`src/rtl/cpu_pkg.sv`:
```
// Shared definitions for the CPU sequencer: state encoding and memory address select values.
package cpu_pkg;

  localparam logic [2:0] ST_IDLE  = 3'd0;
  localparam logic [2:0] ST_FETCH = 3'd1;
  localparam logic [2:0] ST_EXEC  = 3'd2;
  localparam logic [2:0] ST_MEM   = 3'd3;
  localparam logic [2:0] ST_HALT  = 3'd4;

  localparam logic MEM_SEL_PC  = 1'b0;
  localparam logic MEM_SEL_ALU = 1'b1;

  typedef enum logic [2:0] {
    S_IDLE  = ST_IDLE,
    S_FETCH = ST_FETCH,
    S_EXEC  = ST_EXEC,
    S_MEM   = ST_MEM,
    S_HALT  = ST_HALT
  } state_t;

endpackage

```
`src/rtl/cpu_sequencer_wait_timer.sv`:
```
// Wait-cycle counter for memory requests; flags when the count reaches the terminal value.
module wait_timer #(
  parameter int           W    = 8,
  parameter logic [W-1:0] TERM = '0
) (
  input  logic clk,
  input  logic rst_n,
  input  logic clear,
  input  logic enable,
  output logic expired
);

  logic [W-1:0] count;

  // Clear has priority so every state entry starts counting from zero.
  always_ff @(posedge clk or negedge rst_n) begin
    if (!rst_n) begin
      count <= '0;
    end else if (clear) begin
      count <= '0;
    end else if (enable) begin
      count <= count + W'(1);
    end
  end

  assign expired = (count == TERM);

endmodule

```
`src/rtl/cpu_sequencer.sv`:
```
// Multi-cycle FETCH/EXEC/MEM sequencer sharing one memory port, with step mode,
// retirement statistics and a memory-timeout bus error.
module cpu_sequencer
  import cpu_pkg::*;
#(
  parameter int CNT_W   = 32,
  parameter int TIMEOUT = 16,
  parameter int TMR_W   = 8
) (
  input  logic             clk,
  input  logic             rst_n,
  input  logic             run,
  input  logic             step,
  input  logic             mem_ack,
  input  logic             ctl_rf_we,
  input  logic             ctl_mem_we,
  input  logic             ctl_jmp,
  output logic             mem_req,
  output logic             mem_addr_sel,
  output logic             mem_wr,
  output logic             ir_we,
  output logic             pc_we,
  output logic             rf_we,
  output logic             busy,
  output logic             halted,
  output logic             bus_err,
  output logic [CNT_W-1:0] retired_cnt,
  output logic [CNT_W-1:0] jmp_cnt
);

  localparam logic [TMR_W-1:0] TERM = (TIMEOUT > 0) ? TMR_W'(TIMEOUT - 1) : '0;

  state_t state, state_nxt;
  logic   step_mode;
  logic   retire;
  logic   in_wait;
  logic   expired;
  logic   timeout_hit;
  logic   go_idle;

  assign in_wait     = (state == S_FETCH) || (state == S_MEM);
  assign timeout_hit = (TIMEOUT != 0) && in_wait && !mem_ack && expired;
  assign go_idle     = step_mode || !run;

  wait_timer #(
    .W   (TMR_W),
    .TERM(TERM)
  ) u_timer (
    .clk    (clk),
    .rst_n  (rst_n),
    .clear  (state_nxt != state),
    .enable (in_wait && !mem_ack),
    .expired(expired)
  );

  always_ff @(posedge clk or negedge rst_n) begin
    if (!rst_n) begin
      state       <= S_IDLE;
      step_mode   <= 1'b0;
      bus_err     <= 1'b0;
      retired_cnt <= '0;
      jmp_cnt     <= '0;
    end else begin
      state <= state_nxt;
      if (state == S_IDLE && state_nxt == S_FETCH) begin
        step_mode <= !run;
      end
      if (timeout_hit) begin
        bus_err <= 1'b1;
      end
      if (retire) begin
        retired_cnt <= retired_cnt + CNT_W'(1);
      end
      if (retire && state == S_EXEC && ctl_jmp) begin
        jmp_cnt <= jmp_cnt + CNT_W'(1);
      end
    end
  end

  // The commit after EXEC or MEM decides IDLE vs FETCH directly, so there is no NEXT cycle.
  always_comb begin
    state_nxt    = state;
    mem_req      = 1'b0;
    mem_addr_sel = MEM_SEL_PC;
    mem_wr       = 1'b0;
    ir_we        = 1'b0;
    pc_we        = 1'b0;
    rf_we        = 1'b0;
    retire       = 1'b0;
    case (state)
      S_IDLE: begin
        if (run || step) begin
          state_nxt = S_FETCH;
        end
      end
      S_FETCH: begin
        mem_req = 1'b1;
        if (mem_ack) begin
          ir_we     = 1'b1;
          state_nxt = S_EXEC;
        end else if (timeout_hit) begin
          state_nxt = S_HALT;
        end
      end
      S_EXEC: begin
        if (ctl_mem_we) begin
          state_nxt = S_MEM;
        end else begin
          rf_we     = ctl_rf_we;
          pc_we     = 1'b1;
          retire    = 1'b1;
          state_nxt = go_idle ? S_IDLE : S_FETCH;
        end
      end
      S_MEM: begin
        mem_req      = 1'b1;
        mem_addr_sel = MEM_SEL_ALU;
        mem_wr       = 1'b1;
        if (mem_ack) begin
          pc_we     = 1'b1;
          retire    = 1'b1;
          state_nxt = go_idle ? S_IDLE : S_FETCH;
        end else if (timeout_hit) begin
          state_nxt = S_HALT;
        end
      end
      S_HALT: begin
        state_nxt = S_HALT;
      end
      default: begin
        state_nxt = S_IDLE;
      end
    endcase
  end

  assign busy   = (state != S_IDLE) && (state != S_HALT);
  assign halted = (state == S_HALT);

endmodule

```
`config.mk`:
```
export PLATFORM = sky130hd
export DESIGN_NAME = cpu_sequencer
export DESIGN_NICKNAME = d
export VERILOG_FILES = /design/src/rtl/cpu_pkg.sv /design/src/rtl/cpu_sequencer_wait_timer.sv /design/src/rtl/cpu_sequencer.sv
export SDC_FILE = /design/constraint.sdc
export NUM_CORES = 1
export LEC_CHECK = 0
export BUFFER_PORTS_ARGS = -buffer_cell sky130_fd_sc_hd__buf_2
export CAP_MARGIN = 20
export CORE_UTILIZATION = 47
export DETAILED_ROUTE_END_ITERATION = 8
export HOLD_SLACK_MARGIN = 0.03
export MAX_ROUTING_LAYER = met4
export PLACE_DENSITY = 0.71
export SLEW_MARGIN = 40
export SYNTH_ARGS = -nofsm -noshare
export SYNTH_HDL_FRONTEND = slang
export SYNTH_SLANG_ARGS = --single-unit
```
`constraint.sdc`:
```
create_clock -name clk -period 2.7 [get_ports clk]
set_input_delay 0.54 -clock clk [delete_from_list [all_inputs] [get_ports clk]]
set_output_delay 0.54 -clock clk [all_outputs]
set_load 0.1 [all_outputs]
```
==> metrics.md <==
| Metric | Value |
|---|---|
| RSZ-0062 raised after global routing | false |
| Slowest cell on the critical path | dfrtp_1 |
| Top-area cell type share of the netlist area | 51.8% |
| Register share of total power | 42.5% |
| Drt first pass iters | 4 |
| Synthesized flop and latch total | 77 |
| PostCTS Resize Cnt | 0 |
| Largest net degree at the start of global routing | 44 |
| Vias per inst | 5.36 |
| Core ar. | 7690 µm² |
| Synthesized instance count | 354 |
| Post-CTS Setup Bufs | 0 |
| Final Setup Violations | 0 |
| Reg clk slew, reported paths | 0.08 ns |
| Pint | 1.81 mW |
| Synth Net Count | 365 |
| Ant. Diodes | 0 |
| Pins Over Slew Limit | 0 |
| Share of cells above drive strength 1 | 25.8% |
| Area grow syn2layout | 20.8% |
| Total track usage | 21.7% |
| H-tree depth | 3 |
| Post-CTS Hold Fix Bufs | 0 |
| Final Hold Vio Count | 0 |
| M1 wire length | 3830 µm |
| Avg Inst Size Synth | 10.5 µm² |
| Metal3 WL | 357 µm |
| Port Buffers | 80 |
| DR WL/cell | 14.7 µm |
| HP Class | primary input to asynchronous set/reset pin |
| Gpl congestion | 0.862 |
| Gate power share | 33.5% |
| # fillers | 707 |
| Setup crit end kind | output pin |
| Number of global-route vias before repair | 2831 |
| Max-cap viol count | 0 |
| WP data required | 2.16 ns |
| Leakage power | 2.14 nW |
| Initial core utilization | 48.4% |
| Skew final | 0.00943 ns |
| Num ports | 81 |
| Final wirelength | 8140 µm |
| Yosys warns | 0 |
| Total global routing overflow | 0 |
| CP max FO | 12 |
| CTS buffer count | 9 |
| Chip width | 91.0 µm |
| Row cnt | 32 |
| Chip Height | 91.0 µm |
| Period Utilization, post-route | 95.3% |
| Wire length on met2 | 3820 µm |
| Synth top area cells | dfrtp_1 52%, xnor2_1 12%, nand4_1 5.2%, xor2_1 3.8%, nand3_1 3.5% |
| Switching pwr | 1.41 mW |
| Top cell type by total area after synthesis | dfrtp_1 |
| Ys async rst share | 100% |
| Final setup TNS | 0 ns |
| Clock Tree Root | clkbuf_8 |
| Clk_lat worst skew | 0.35 ns |
| Worst vdd ir | 0.714 mV |
| Syn Std Cell Area | 3720 µm² |
| First-pass GRT wire length | 13900 µm |
| Fin crit period | 2.57 ns |
| TritonCTS clock tree | built |
| DIE AREA | 8270 µm² |
| Initial antenna violation count | 0 |
| Sequential-to-total area share from yosys stat | 51.8% |
| CP top delay family | flip-flops |
| Max transition margin | 56.7% |
| HPWL after DPL | 5980 µm |
| Post-route antenna net violation count | 0 |
| Crit-path cells | or2_2, a21oi_2, buf_2 |
| Power per cell area | 718 nW/µm² |
| Max layer used | met4 |
| Slowest cell delay on critical path | 0.51 ns |
| Final core occ | 58.4% |
| Clk pwr share | 23.9% |
| Ys flop type | dfrtp_1 |
| Via count | 2974 |
| Crit path DAT | 2.03 ns |
| Critical path buffers and inverters | 1 |
| Switching Fraction | 43.7% |
| Nets | 459 |
| EDFF count, synth | 0 |
| Status | complete, no violations |
| Worst Max-Slew Pin Slew | 0.650 ns |
| Longest Clk Path Bufs | 2 |
| Critical setup path kind | register to output pin |
| CP Launch Type | register |
| DRT iter0 DRCs | 131 |
| Max frequency | 0.388 GHz |
| DRC | 0 |
| Clock Sinks | 77 |
| Distinct cells, synth | 41 |
[state kept, by name, indices dropped and copies added (netlist names)]
| register | flops |
|---|---|
| bus_err | 1 |
| jmp_cnt | 32 |
| retired_cnt | 32 |
| state | 3 |
| step_mode | 1 |
| u_timer.count | 8 |
[power groups by stage]
stage / Sequential [mW] / Clock (mW) / Combinational (mW)
finish: 1.37 / 0.771 / 1.08
global route: 1.39 / 0.851 / 1.14
CTS: 1.37 / 0.789 / 1.09
detailed placement: 1.39 / 0 / 1.09
global placement: 1.38 / 0 / 1.07
floorplan: 1.64 / 0 / 0.623
[per-layer routing]
metal	global-route usage, %	up-vias
met5	-	-
met4	6.35	0
met3	4.86	11
met2	32.6	85
met1	29.5	1441
li1	-	1437
[synthesized netlist by cell type (all sizes together), types with 7 or more instances]
cell type  number
nand3          26
nor3           10
nand4          31
dfrtp          77
nor4            8
and2           12
xor2           16
nor2           24
and3            7
xnor2          53
inv             8
nand2          31
[metrics by stage]
step / setup WS (ns) / power [mW] / cell area (µm²) / std cells / hold WS [ns]
floorplan: 0.0210 / 2.26 / 3730 / 354 / 0.244
global placement: 0.428 / 2.45 / 4320 / 539 / 0.453
detailed placement: 0.372 / 2.48 / 4320 / 539 / 0.448
CTS: 0.103 / 3.25 / 4490 / 555 / 0.181
global route: 0.0183 / 3.39 / 4490 / 555 / 0.195
finish: 0.126 / 3.22 / 4490 / 555 / 0.169
[cells by family after synthesis]
logic type	synth area share (%)
and+or+nand+nor	25.9
xor gates and xnor gates	16.2
AOI/OAI and AO/OA	2.46
adders and majority gates	1.01
DFF	51.8
muxes	0.875
buffers and inverters	1.75
[final cells by class]
cell class / count / area (µm²) / area share [%]
tap: 102 / 128 / 2.84
clock inverter: 3 / 21.3 / 0.474
inverter: 8 / 33.8 / 0.752
clock buffer: 13 / 149 / 3.31
sequential: 77 / 1930 / 42.9
timing repair buffer: 91 / 500 / 11.1
multi-input combinational: 261 / 1730 / 38.6
[layout by cell type (no fill, tap or decap), types with 10 or more instances in the layout]
master and count:
nand4_1 31, xnor2_1 53, nor3_1 10, dfrtp_1 77, nor2_1 24, clkbuf_8 10, buf_2 78, nand3_1 26
and2_1 10, buf_4 12, nand2_1 31, xor2_1 16
[final timing paths]
check / endpoint / startpoint / cells after the start / slack [ns]
setup / recovery: pc_we / state[0]$_DFF_PN0_ / 3 / 0.13
hold / removal: jmp_cnt[11]$_DFFE_PN0P_ / rst_n / 1 / 0.17
setup reg to reg: jmp_cnt[31]$_DFFE_PN0P_ / state[0]$_DFF_PN0_ / 4 / 0.45
hold reg to reg: bus_err$_DFFE_PN0P_ / bus_err$_DFFE_PN0P_ / 1 / 0.48
max in group asynchronous: retired_cnt[21]$_DFFE_PN0P_ / rst_n / 2 / 1.88
min in group clk: step_mode$_DFFE_PN0P_ / run / 2 / 0.38
Note: power is estimated with default switching activity, not from simulation.
